$ cat src/rtl/spcpu_byte_mem_bridge.sv
// Byte-wide SRAM bridge for the spcpu bus: splits 8/16-bit requests into
// one or two byte phases with programmable wait states and a one-cycle response.
module spcpu_byte_mem_bridge #(
  parameter int ADDR_WIDTH       = 16,
  parameter int SRAM_WAIT_CYCLES = 1,
  parameter bit BIG_ENDIAN       = 1'b1
) (
  input  logic                  clk,
  input  logic                  reset,
  input  logic                  req_valid,
  output logic                  req_ready,
  input  logic [ADDR_WIDTH-1:0] req_addr,
  input  logic                  req_we,
  input  logic                  req_sz,
  input  logic [15:0]           req_wdata,
  output logic                  rsp_valid,
  output logic [15:0]           rsp_rdata,
  output logic                  sram_en,
  output logic                  sram_we,
  output logic [ADDR_WIDTH-1:0] sram_addr,
  output logic [7:0]            sram_wdata,
  input  logic [7:0]            sram_rdata
);

  localparam logic [3:0] WAIT_LD = 4'(SRAM_WAIT_CYCLES);

  typedef enum logic [1:0] {
    IDLE  = 2'd0,
    BYTE0 = 2'd1,
    BYTE1 = 2'd2,
    RESP  = 2'd3
  } state_t;

  state_t                r_state;
  state_t                w_next_state;
  logic [3:0]            r_wait_cnt;
  logic [3:0]            w_next_wait_cnt;
  logic [ADDR_WIDTH-1:0] r_addr;
  logic                  r_we;
  logic                  r_sz;
  logic [15:0]           r_wdata;
  logic [7:0]            r_byte0;
  logic                  r_req_ready;
  logic                  r_rsp_valid;
  logic [15:0]           r_rsp_rdata;
  logic                  r_sram_en;
  logic                  r_sram_we;
  logic [ADDR_WIDTH-1:0] r_sram_addr;
  logic [7:0]            r_sram_wdata;

  logic                  w_accept;
  logic                  w_last;
  logic [ADDR_WIDTH-1:0] w_cap_addr;
  logic                  w_cap_we;
  logic                  w_cap_sz;
  logic [15:0]           w_cap_wdata;
  logic [7:0]            w_first_byte;
  logic [7:0]            w_second_byte;
  logic                  w_sram_en_d;
  logic                  w_sram_we_d;
  logic [ADDR_WIDTH-1:0] w_sram_addr_d;
  logic [7:0]            w_sram_wdata_d;
  logic [15:0]           w_next_rdata;

  assign w_accept = req_valid && r_req_ready;
  assign w_last   = (r_wait_cnt == 4'd0);

  // Outputs are registered from next-state, so the request being accepted is
  // seen through the live inputs until it lands in the capture registers.
  assign w_cap_addr  = w_accept ? req_addr  : r_addr;
  assign w_cap_we    = w_accept ? req_we    : r_we;
  assign w_cap_sz    = w_accept ? req_sz    : r_sz;
  assign w_cap_wdata = w_accept ? req_wdata : r_wdata;

  assign w_first_byte  = (BIG_ENDIAN && w_cap_sz) ? w_cap_wdata[15:8] : w_cap_wdata[7:0];
  assign w_second_byte = BIG_ENDIAN ? w_cap_wdata[7:0] : w_cap_wdata[15:8];

  // Next-state and wait-counter sequencing
  always_comb begin
    w_next_state    = r_state;
    w_next_wait_cnt = r_wait_cnt;
    case (r_state)
      IDLE: begin
        if (w_accept) begin
          w_next_state    = BYTE0;
          w_next_wait_cnt = WAIT_LD;
        end else begin
          w_next_state    = IDLE;
        end
      end
      BYTE0: begin
        if (w_last && r_sz) begin
          w_next_state    = BYTE1;
          w_next_wait_cnt = WAIT_LD;
        end else if (w_last) begin
          w_next_state    = RESP;
        end else begin
          w_next_wait_cnt = r_wait_cnt - 4'd1;
        end
      end
      BYTE1: begin
        if (w_last) begin
          w_next_state    = RESP;
        end else begin
          w_next_wait_cnt = r_wait_cnt - 4'd1;
        end
      end
      RESP:    w_next_state = IDLE;
      default: w_next_state = IDLE;
    endcase
  end

  // SRAM strobe/address/data for the cycle after the edge
  always_comb begin
    w_sram_en_d    = (w_next_state == BYTE0) || (w_next_state == BYTE1);
    w_sram_we_d    = w_sram_en_d && w_cap_we;
    w_sram_addr_d  = {ADDR_WIDTH{1'b0}};
    w_sram_wdata_d = 8'h00;
    if (w_next_state == BYTE1) begin
      w_sram_addr_d  = w_cap_addr + {{(ADDR_WIDTH-1){1'b0}}, 1'b1};
      w_sram_wdata_d = w_second_byte;
    end else if (w_next_state == BYTE0) begin
      w_sram_addr_d  = w_cap_addr;
      w_sram_wdata_d = w_first_byte;
    end else begin
      w_sram_addr_d  = {ADDR_WIDTH{1'b0}};
      w_sram_wdata_d = 8'h00;
    end
  end

  // Response data assembly; the final byte is taken straight off sram_rdata
  always_comb begin
    w_next_rdata = r_rsp_rdata;
    if (w_next_state == RESP) begin
      if (r_we) begin
        w_next_rdata = 16'h0000;
      end else if (r_sz) begin
        w_next_rdata = BIG_ENDIAN ? {r_byte0, sram_rdata} : {sram_rdata, r_byte0};
      end else begin
        w_next_rdata = {8'h00, sram_rdata};
      end
    end else begin
      w_next_rdata = r_rsp_rdata;
    end
  end

  // State, capture and registered-output update
  always_ff @(posedge clk or negedge reset) begin
    if (!reset) begin
      r_state      <= IDLE;
      r_wait_cnt   <= 4'd0;
      r_addr       <= {ADDR_WIDTH{1'b0}};
      r_we         <= 1'b0;
      r_sz         <= 1'b0;
      r_wdata      <= 16'h0000;
      r_byte0      <= 8'h00;
      r_req_ready  <= 1'b1;
      r_rsp_valid  <= 1'b0;
      r_rsp_rdata  <= 16'h0000;
      r_sram_en    <= 1'b0;
      r_sram_we    <= 1'b0;
      r_sram_addr  <= {ADDR_WIDTH{1'b0}};
      r_sram_wdata <= 8'h00;
    end else begin
      r_state      <= w_next_state;
      r_wait_cnt   <= w_next_wait_cnt;
      r_req_ready  <= (w_next_state == IDLE);
      r_rsp_valid  <= (w_next_state == RESP);
      r_rsp_rdata  <= w_next_rdata;
      r_sram_en    <= w_sram_en_d;
      r_sram_we    <= w_sram_we_d;
      r_sram_addr  <= w_sram_addr_d;
      r_sram_wdata <= w_sram_wdata_d;
      if (w_accept) begin
        r_addr  <= req_addr;
        r_we    <= req_we;
        r_sz    <= req_sz;
        r_wdata <= req_wdata;
      end
      if ((r_state == BYTE0) && w_last && !r_we) begin
        r_byte0 <= sram_rdata;
      end
    end
  end

  assign req_ready  = r_req_ready;
  assign rsp_valid  = r_rsp_valid;
  assign rsp_rdata  = r_rsp_rdata;
  assign sram_en    = r_sram_en;
  assign sram_we    = r_sram_we;
  assign sram_addr  = r_sram_addr;
  assign sram_wdata = r_sram_wdata;

endmodule

$ cat config.mk
export PLATFORM = sky130hd
export DESIGN_NAME = spcpu_byte_mem_bridge
export DESIGN_NICKNAME = d
export VERILOG_FILES = /design/src/rtl/spcpu_byte_mem_bridge.sv
export SDC_FILE = /design/constraint.sdc
export NUM_CORES = 1
export LEC_CHECK = 0
export ABC_CLOCK_PERIOD_IN_PS = 6290
export CORE_ASPECT_RATIO = 0.5
export CORE_MARGIN = 5
export CORE_UTILIZATION = 55
export DETAILED_ROUTE_END_ITERATION = 6
export GPL_ROUTABILITY_DRIVEN = 0
export PLACE_DENSITY = 0.85
export SYNTH_ARGS = -nofsm -noshare
export SYNTH_HDL_FRONTEND = slang
export SYNTH_SLANG_ARGS = --single-unit
$ cat constraint.sdc
create_clock -name clk -period 6.29 [get_ports clk]
set_input_delay 1.5725 -clock clk [delete_from_list [all_inputs] [get_ports clk]]
set_output_delay 1.5725 -clock clk [all_outputs]
set_load 0.01 [all_outputs]
After elaboration in Yosys (flattened, before gate mapping) --
Index checks and enable logic that the tools add are counted.
Word-level totals: word-level logic and storage cells 54, flip-flop bits (word level) 92
Operators by class: mux-type cells 19, add/subtract/negate cells 2, reductions and logical operators 12, equality and inequality tests 7
Operators with widths (number):
- $mux W16 | 6
- $mux W8 | 3
- $add A16 B1 Y16 const B | 1
- $mux W4 | 3
- $pmux W4 S3 | 1
- $eq A2 B2 Y1 const B | 4
- $pmux W2 S4 | 1
- $logic_and A1 B1 Y1 | 5
- $eq A2 B1 Y1 const B | 2
- $logic_not A2 Y1 | 2
- $logic_not A4 Y1 | 1
- $mux W2 | 2
- $sub A4 B1 Y4 const B | 1
- $mux W1 | 3
- $reduce_bool A3 Y1 | 1
- $ne A2 B2 Y1 const B | 1
- $reduce_and A2 Y1 | 1
- $logic_not A1 Y1 | 1
- $logic_or A1 B1 Y1 | 1

Depth between registers and ports, before layout --
depth in word-level cells 7, mapped depth 16

Worst setup path before layout --
Ideal clock, no wire load.
path type input port to flip-flop, start input req_valid, end register r_sram_addr[10] (netlist: sram_addr[10]), stages on the path 16, setup slack 2.363 ns, setup time 0.079 ns, arrival 3.848 ns, data required time 6.211 ns, path buffers 6, cells stage by stage buf_6 and2_4 buf_6 buf_6 buf_2 buf_2 nand2_1 o31ai_1 inv_1 ha_1 buf_2 and4_2 a31oi_1 and4bb_2 nand2_1 mux2i_1
Between the ends: cells in the longest elaborated chain, start to end 6, elaborated cells on any way between the ends 9, classes of those cells 1 x add/sub; 2 x eq/ne; 5 x mux; 1 x reduce/logical
RTL lines:
- start: declaration | line 10 | input logic req_valid,
- $logic_and A1 B1 Y1 * | line 65 | assign w_accept = req_valid && r_req_ready;
- $mux W1 * | line 84 | if (w_accept) begin
- $pmux W2 S4 * | line 82 | case (r_state)
- net w_next_state[0] | line 35 | state_t w_next_state;
- $eq A2 B1 Y1 | line 122 | end else if (w_next_state == BYTE0) begin
- $mux W16 | line 122
- $mux W16 * | line 119 | if (w_next_state == BYTE1) begin
- net w_sram_addr_d[10] | line 61 | logic [ADDR_WIDTH-1:0] w_sram_addr_d;
- end signal: assignment | line 162 | r_sram_addr <= {ADDR_WIDTH{1'b0}};
- end signal: assignment | line 172 | r_sram_addr <= w_sram_addr_d;
- end: declaration | line 48 | logic [ADDR_WIDTH-1:0] r_sram_addr;
The timed path passes the listed nets; every way through them passes the cells marked *. A chain may end at the register's enable or synchronous reset.

Worst setup path after layout --
start input req_valid, end register r_sram_wdata[5] (netlist: sram_wdata[5])
Between the ends: cells in the longest elaborated chain, start to end 6, elaborated cells on any way between the ends 10, classes of those cells 2 x eq/ne; 7 x mux; 1 x reduce/logical
RTL lines:
- $logic_and A1 B1 Y1 * | line 65
- $mux W1 * | line 84
- $pmux W2 S4 * | line 82
- net w_next_state[0] | line 35
- $eq A2 B1 Y1 | line 122
- $mux W8 | line 122
- $mux W8 * | line 119
- net w_sram_wdata_d[5] | line 62 | logic [7:0] w_sram_wdata_d;
- end signal: assignment | line 173 | r_sram_wdata <= w_sram_wdata_d;
- end: declaration | line 49 | logic [7:0] r_sram_wdata;
Marked as above.

==> metrics.cfg <==
[worst_setup_path]
crit_top_cell = inv_1
r2r_cells = 11
cp.buffers_inverters = 3
cp.arrival_ps = 4550
worstPathCellList = clkdlybuf4s50_1 > and2_4 > nand2_1 > o31ai_1 > inv_1 > ha_1 > inv_1 > and2_1 > mux2i_1 > nor2_1
critPathCaptureType = register
r2r-end = sram_wdata[5]$_DFF_PN0_
critPathTopFamily = simple AND/OR/NAND/NOR gates
crit_slowest_cell = clkdlybuf4s50_1
worstSetupPathType = in2reg
start_kind = input port
r2r-start = r_wait_cnt[0]$_DFFE_PN0P_
cp_max_fo = 43
rrSetupSlack_ps = 2810
required_ps = 6490
cpPeakStageDelay_ps = 720

[hold_path]
min_from = r_wdata[1]$_DFF_PN0_
worstHoldEndpoint = r_wdata[1]$_DFF_PN0_
holdPathStages = 2
hold_class = reg2reg

[sta]
skew_ps = 6.092
setup_viol = 0
fin_crit_ps = 4354
max_slew.worst_pin.slew_ps = 1006
fmax_ghz = 0.2297
finalMaxSlewViolations = 0
holdWs_ps = 471.9
finalSetupTns_ps = 0
min_period_over_period_pct = 69.22
rsz0062_at_grt = false
finalHoldViolations = 0
slew-limit-headroom_pct = 32.95

[layout]
finalNonFillerCells = 593
multiInputGateArea_sq_um = 1659
antennaDiodeCount = 0
regArea_sq_um = 2303
syn2layout_area_growth_pct = 28.41
drive_gt1_share_pct = 8.249
final_nets = 548
post-route-util_pct = 72.91
fillerInstances = 530

[synthesis]
synth_cell_type_count = 52
syn-instance-count = 409
async_reset_ff_share_pct = 100.0
syn_area_sq_um = 4189
syn_area_per_cell_sq_um = 10.24
synth_top_area_share_pct = 54.36
ys_seq_area_share_pct = 54.99
synth_area_leaders = dfrtp_1 (54%), nand2_1 (9.9%), mux2i_1 (4.8%)
yosysMostFrequentCell = nand2_1
syn_nets = 465
yosysWarnings = 0
synthTopCellsByCount = nand2_1 (111), dfrtp_1 (91), inv_1 (32), mux2i_1 (20), nor2_1 (14)
synth-edff-count = 0
synthFlopType = dfrtp_1
synth_top_area_cell = dfrtp_1
ys_ff_latch = 92

[grt]
grt_pass1_wl_um = 15210
grt_pass1_vias = 3209
grt_overflow = 0
grt_usage_pct = 19.98
grt_max_degree = 78
antenna_found_initial = 0

[floorplan]
start_util_pct = 56.78
rows = 22
io_pins = 89
die-height_um = 71.71
dieArea_sq_um = 9568
coreArea_sq_um = 7377
dieWidth_um = 133.4

[route]
drt_iter0_markers = 308
dr.pass1.iters = 4
viasPerCell = 5.304
wire_per_inst_um = 15.50
via_count = 3145
routed_wl_um = 9189
drc = 0
ant_nets = 0

[clock_tree]
h-tree-depth = 3
root_buffer = clkbuf_16
tritoncts = built
cts-buffers-inserted = 9
clock_latency_ps = 340
cts_sinks = 92
hold_buffers = 0
cts_buffer_depth = 2
cts-resized-gates = 0
clk_pin_slew_ps = 60
post_cts_buffers = 0

[place]
dp_cells = 577
port_buffers = 88
dp_hpwl_um = 6428

[outcome]
status = complete, no violations

[power]
ir_drop_mv = 0.1819
leakage_nw = 2.455
p_per_area_nw_per_um2 = 438.7

[job]
cap_violations = 0

-- where the power goes --
group | switching (mW) | total (mW) | internal (mW)
Clock | 0.211 | 0.511 | 0.300
Combinational | 0.471 | 0.905 | 0.434
Sequential | 0.119 | 0.944 | 0.825
-- final cells by class --
type	instances	area share [%]
inverters	32	2.233
well taps	96	2.233
multi-input cells	267	30.84
flip-flops and latches	92	42.82
repair buffers	90	16.61
clock buffers	15	5.164
clock inverters	1	0.09304
-- worst max path at each step --
stage | start | endpoint | cells past startpoint
finish | req_valid | sram_wdata[5]$_DFF_PN0_ | 10
global route | req_valid | sram_wdata[5]$_DFF_PN0_ | 10
CTS | req_valid | sram_wdata[5]$_DFF_PN0_ | 10
detailed placement | req_valid | sram_wdata[5]$_DFF_PN0_ | 10
global placement | req_valid | sram_wdata[0]$_DFF_PN0_ | 10
floorplan | req_valid | sram_addr[10]$_DFF_PN0_ | 16
-- state kept, by name (all words and copies together) (netlist names), 2 cells and up --
register,flops
r_addr,16
r_byte0,8
r_state,2
r_wait_cnt,4
r_wdata,16
rsp_rdata,16
sram_addr,16
sram_wdata,8
-- worst register-to-register path, stage by stage (launching register included) --
cell,delay [ps]
dfrtp_1,400
inv_1,100
ha_1,230
nor3b_1,640
nor2_1,80
o31ai_1,450
inv_1,130
ha_1,340
inv_1,200
and2_1,450
mux2i_1,260
nor2_1,60
-- cells in the final DEF (no fill, tap or decap), drive strengths merged, types with 2 or more instances in the layout --
cell type / n
nor3: 3
nor3b: 2
a22o: 2
nand2: 111
nor2: 14
a21oi: 4
o31ai: 2
clkdlybuf4s50: 87
inv: 32
nand3b: 9
a31oi: 4
ha: 11
and3: 4
nand4: 6
o22ai: 13
and4: 2
mux2: 11
clkbuf: 15
xnor2: 4
nand3: 8
mux2i: 20
and2: 2
nand4bb: 2
nand2b: 2
o21ai: 18
buf: 3
dfrtp: 91
-- cell families (layout without fill, tap and decap cells) --
group / Yosys count / after routing / synth area share [%]
AOI/OAI and AO/OA: 51 / 51 / 8.334
xor gates and xnor gates: 4 / 4 / 0.8362
adders and majority gates: 11 / 11 / 3.285
buffers and inverters: 50 / 138 / 5.406
DFF: 92 / 92 / 54.99
muxes: 31 / 31 / 7.915
and+or+nand+nor: 170 / 170 / 19.24
-- routing by layer --
| layer | GRT usage [%] | vias up | wire length (um) | part of all wire (%) |
|---|---|---|---|---|
| met5 | 0 | - | 0 | 0 |
| met4 | 6.956 | 0 | 125 | 1.4 |
| met3 | 5.680 | 13 | 465 | 5.1 |
| met2 | 32.81 | 90 | 4477 | 49 |
| met1 | 25.86 | 1513 | 4121 | 45 |
| li1 | - | 1529 | - | - |
-- metrics by stage --
step / power, mW / cell area, sq um / worst slack, ps
after global routing: 2.512 / 5379 / 1692
after CTS: 2.379 / 5379 / 1943
after floorplan: 1.471 / 4189 / 2363
after detailed placement: 1.856 / 5096 / 1617
final: 2.360 / 5379 / 1936
after global placement: 1.821 / 5096 / 1771
No activity file was read; power rests on OpenSTA's default activity.
